**src/rtl/lc3_br_sequencer.sv**
```systemverilog
`default_nettype none
// ============================================================================
// Module   : lc3_br_sequencer
// Brief    : Reduced LC-3 microsequencer for fetch, decode, BR, ADD, AND, NOT.
// Revision : 1.0 - initial release
// ============================================================================
module lc3_br_sequencer #(
    parameter int STATE_W = 6,
    parameter int CNT_W   = 16
) (
    input  logic               clk,
    input  logic               rst,
    input  logic               run,
    input  logic [15:0]        ir,
    input  logic               ben,
    input  logic               mem_ready,
    output logic               ld_mar,
    output logic               ld_mdr,
    output logic               ld_ir,
    output logic               ld_ben,
    output logic               ld_reg,
    output logic               ld_cc,
    output logic               ld_pc,
    output logic               gate_pc,
    output logic               gate_mdr,
    output logic               gate_alu,
    output logic [1:0]         pcmux,
    output logic [1:0]         aluk,
    output logic               mem_en,
    output logic               illegal_op,
    output logic [STATE_W-1:0] state,
    output logic [CNT_W-1:0]   instr_count
);

    // State numbers match the LC-3 microarchitecture state chart.
    typedef enum logic [STATE_W-1:0] {
        c_st_br       = STATE_W'(0),
        c_st_add      = STATE_W'(1),
        c_st_and      = STATE_W'(5),
        c_st_not      = STATE_W'(9),
        c_st_illegal  = STATE_W'(13),
        c_st_fetch    = STATE_W'(18),
        c_st_br_taken = STATE_W'(22),
        c_st_decode   = STATE_W'(32),
        c_st_read     = STATE_W'(33),
        c_st_load_ir  = STATE_W'(35)
    } state_t;

    state_t             r_state;
    state_t             w_next;
    logic [CNT_W-1:0]   r_instr_count;
    logic               w_unused_ir;

    assign w_unused_ir = ^ir[11:0];

    always_comb begin
        w_next = c_st_fetch;
        case (r_state)
            c_st_fetch:    w_next = run ? c_st_read : c_st_fetch;
            c_st_read:     w_next = mem_ready ? c_st_load_ir : c_st_read;
            c_st_load_ir:  w_next = c_st_decode;
            c_st_decode: begin
                case (ir[15:12])
                    4'b0000: w_next = c_st_br;
                    4'b0001: w_next = c_st_add;
                    4'b0101: w_next = c_st_and;
                    4'b1001: w_next = c_st_not;
                    default: w_next = c_st_illegal;
                endcase
            end
            c_st_br:       w_next = ben ? c_st_br_taken : c_st_fetch;
            default:       w_next = c_st_fetch;
        endcase
    end

    always_ff @(posedge clk or negedge rst) begin
        if (!rst) begin
            r_state       <= c_st_fetch;
            r_instr_count <= '0;
        end else begin
            r_state <= w_next;
            if (r_state == c_st_load_ir)
                r_instr_count <= r_instr_count + CNT_W'(1);
        end
    end

    // Strobes are held low for as long as reset is asserted, even though the
    // state register already reads the fetch state.
    always_comb begin
        ld_mar     = 1'b0;
        ld_mdr     = 1'b0;
        ld_ir      = 1'b0;
        ld_ben     = 1'b0;
        ld_reg     = 1'b0;
        ld_cc      = 1'b0;
        ld_pc      = 1'b0;
        gate_pc    = 1'b0;
        gate_mdr   = 1'b0;
        gate_alu   = 1'b0;
        pcmux      = 2'b00;
        aluk       = 2'b00;
        mem_en     = 1'b0;
        illegal_op = 1'b0;
        if (rst) begin
            case (r_state)
                c_st_fetch: begin
                    if (run) begin
                        ld_mar  = 1'b1;
                        gate_pc = 1'b1;
                        ld_pc   = 1'b1;
                    end
                end
                c_st_read: begin
                    mem_en = 1'b1;
                    ld_mdr = mem_ready;
                end
                c_st_load_ir: begin
                    gate_mdr = 1'b1;
                    ld_ir    = 1'b1;
                end
                c_st_decode:   ld_ben = 1'b1;
                c_st_br_taken: begin
                    ld_pc = 1'b1;
                    pcmux = 2'b01;
                end
                c_st_add, c_st_and, c_st_not: begin
                    gate_alu = 1'b1;
                    ld_reg   = 1'b1;
                    ld_cc    = 1'b1;
                    aluk     = (r_state == c_st_and) ? 2'b01 :
                               (r_state == c_st_not) ? 2'b10 : 2'b00;
                end
                c_st_illegal:  illegal_op = 1'b1;
                default: ;
            endcase
        end
    end

    assign state       = r_state;
    assign instr_count = r_instr_count;

endmodule
`default_nettype wire

```
**config.mk**
```make
export PLATFORM = sky130hd
export DESIGN_NAME = lc3_br_sequencer
export DESIGN_NICKNAME = d
export VERILOG_FILES = /design/src/rtl/lc3_br_sequencer.sv
export SDC_FILE = /design/constraint.sdc
export NUM_CORES = 1
export LEC_CHECK = 0
export BUFFER_PORTS_ARGS = -buffer_cell sky130_fd_sc_hd__buf_4
export CAP_MARGIN = 10
export CORE_MARGIN = 2
export CORE_UTILIZATION = 49
export CTS_CLUSTER_DIAMETER = 200
export CTS_CLUSTER_SIZE = 30
export DETAILED_ROUTE_END_ITERATION = 10
export PLACE_DENSITY = 0.85
export SLEW_MARGIN = 20
export SYNTH_ARGS = -nofsm -noshare
export SYNTH_HDL_FRONTEND = slang
export SYNTH_SLANG_ARGS = --single-unit
```
**constraint.sdc**
```tcl
create_clock -name clk -period 6.35 [get_ports clk]
set_clock_uncertainty 0.15 [all_clocks]
set_input_delay 1.5875 -clock clk [delete_from_list [all_inputs] [get_ports clk]]
set_output_delay 1.5875 -clock clk [all_outputs]
set_load 0.01 [all_outputs]
```
==> impl_metrics.yaml <==
status:
  status: "finished clean"
finish:
  drive_gt1_share_pct: 36.9
  fillers: 202
  final-instance-count-excl-fill: 190
  antenna_cells: 0
  finalNetCount: 183
  syn_to_final_growth_pct: 28.0
  fin_util_pct: 64.7
  final_cell_area_um2: 1570
global_route:
  grt_util_all_layers_pct: 20.3
  grt_max_degree: 26
  grt-ovfl-total: 0
  grt_pass1_vias: 947
  antenna_found_initial: 0
  grt_pass1_wl_mm: 4.25
power:
  leakage_nw: 0.812
  powerDensity_nw_per_um2: 253
  vdd_ir_drop_max_v: 0.000169
placement:
  io_buffers: 45
  dp.cells: 186
  dp_slack_ps: 1750
  dp.final_hpwl_mm: 1.99
  routabilityCongestion: 0.757
  placed_cell_area_um2: 1540
critical_path:
  worstPathArrival_ps: 2830
  crit_required_ps: 4610
  path_class: "input pin to primary output"
  crit_fanout: 25
  cp_slowest_cell: "or4_1"
  crit_chain: "buf_4, nand2_1, or4_1, a21oi_1, buf_4"
  cp_common_cell: "buf_4"
  max_stage_delay_ps: 480
  cp-end-kind: "primary output"
  crit_path_start_kind: "input pin"
floorplan:
  dieArea_um2: 2920
  die_h_um: 54.1
  core_area_um2: 2430
  dieWidth_um: 54.1
  io_pins: 59
  rows: 18
  start_util_pct: 50.5
timing:
  final.period_utilization_pct: 72.0
  tns_ps: 0
  rsz0062_at_grt: "no"
  fmax_mhz: 219
  final_max_slew_viol_count: 0
  hold_viol_final: 0
  period_needed_ps: 4570
  setup_viol: 0
  worst_slack_ps: 1780
logic_synthesis:
  synth_cells: 120
  yosysWarnings: 0
  ys.flop_type: "dfrtp_1"
  ys_types: 41
  yosys.area.top_type_share_pct: 40.7
  syn_area_um2: 1230
  synth_seq_area_share_pct: 45.0
  synth_area_per_cell_um2: 10.2
  synth-edff-count: 0
  synth.ff_latch_count: 22
  ys_top_cells_by_area: "dfrtp_1 (41%), xnor2_1 (5.7%), xor2_1 (5.0%)"
  synth_top_area_cell: "dfrtp_1"
  syn-num-nets: 142
  ys_async_sr_fraction_pct: 100
routing:
  wl_per_cell_um: 13.9
  routed-via-count: 1020
  initialDrtViolationCount: 9
  drc: 0
  post_drt_via_cell_ratio: 5.37
  ant_nets: 0
  drt-pass1-iter-count: 4
  postRouteWirelength_mm: 2.64
clock_network:
  cts_setup_buffers: 0
  clock-sinks: 22
  cts_buffers: 3
  clk_pin_slew_ps: 120
  clock_latency_ps: 320
  holdBufCountCts: 0
  h-tree-depth: 1
  cts_resized: 0
  cts_tree: "yes"
  cts-root-buf: "clkbuf_4"
  cts_buffer_depth: 2
hold_path:
  min-delay-path-class: "register to register"
run:
  cap_violations: 0
-- Yosys cell counts (2+ instances only) --
cell type / instances
and2_1: 3
and3_1: 2
buf_4: 7
dfrtp_1: 20
dfstp_2: 2
inv_1: 4
nand2_1: 12
nand2b_1: 2
nand3_1: 6
nand4_1: 2
nor2_1: 12
nor3_1: 4
nor3b_1: 2
nor4b_1: 2
xnor2_1: 8
xor2_1: 7
-- flip-flops by register name (all words and copies together), names as in the netlist --
name	flops
instr_count	16
state	6
-- placed cells by master, fill, tap and decap left out, types with 3 or more instances in the layout --
cell type / netlist / routed
and2_1: 3 / 3
xor2_1: 7 / 7
inv_1: 4 / 4
nand3_1: 6 / 6
nor3_1: 4 / 4
clkbuf_4: 0 / 3
buf_4: 7 / 45
xnor2_1: 8 / 8
dfrtp_1: 20 / 20
nor2_1: 12 / 12
nand2_1: 12 / 12
-- stage by stage --
stage | power [mW] | hold slack, ps
2_1_floorplan | 0.269 | 354
3_3_place_gp | 0.315 | 308
3_5_place_dp | 0.319 | 327
4_1_cts | 0.398 | 346
5_1_grt | 0.422 | 377
6_report | 0.398 | 346
-- path summary, 6_finish.rpt --
check	cells past startpoint	endpoint	slack [ps]	startpoint
worst min register to register	1	instr_count[15]	350	instr_count[15]
min in group asynchronous	1	instr_count[15]	980	rst
max in group asynchronous	1	state[1]	4790	rst
worst min-delay path	1	instr_count[15]	350	instr_count[15]
worst max register to register	4	instr_count[12]	4450	state[3]
worst max-delay path	5	ld_cc	1780	rst
-- kinds of logic after synthesis --
kind of cell | after synthesis | synth area share, %
compound gates | 6 | 3.87
xor+xnor | 15 | 10.7
fa+ha+maj | 1 | 1.02
buf+inv | 13 | 6.72
flops | 22 | 45.0
mux | 1 | 0.916
other cells | 1 | 0.305
simple gates | 61 | 31.5
-- critical path, delay by kind of cell --
| kind | cells | cell delay (ps) |
|---|---|---|
| AND/OR/NAND/NOR | 2 | 570 |
| buffers and inverters | 2 | 430 |
| AO/OA/AOI/OAI | 1 | 230 |
-- report_power, final --
group	total (mW)	internal, mW	switching (mW)
clock	0.0809	0.0351	0.0457
sequential	0.198	0.161	0.0369
combinational	0.119	0.0669	0.0524
total	0.398	0.263	0.135
-- routing by layer --
layer | track usage (%) | vias to the layer above | share of wire, %
met5 | 0 | - | 0
met4 | 8.75 | 0 | 2.2
met3 | 2.50 | 5 | 5.0
met2 | 35.4 | 37 | 51
met1 | 25.1 | 489 | 41
li1 | - | 489 | -
-- cell type report --
class | instances | area, µm² | share of cell area [%]
clock buffers | 4 | 36.3 | 2.31
inverters | 4 | 15.0 | 0.955
multi-input cells | 85 | 593 | 37.7
flip-flops and latches | 22 | 553 | 35.2
well taps | 30 | 37.5 | 2.39
repair buffers | 45 | 338 | 21.5
Power figures use the tool's default switching activity.
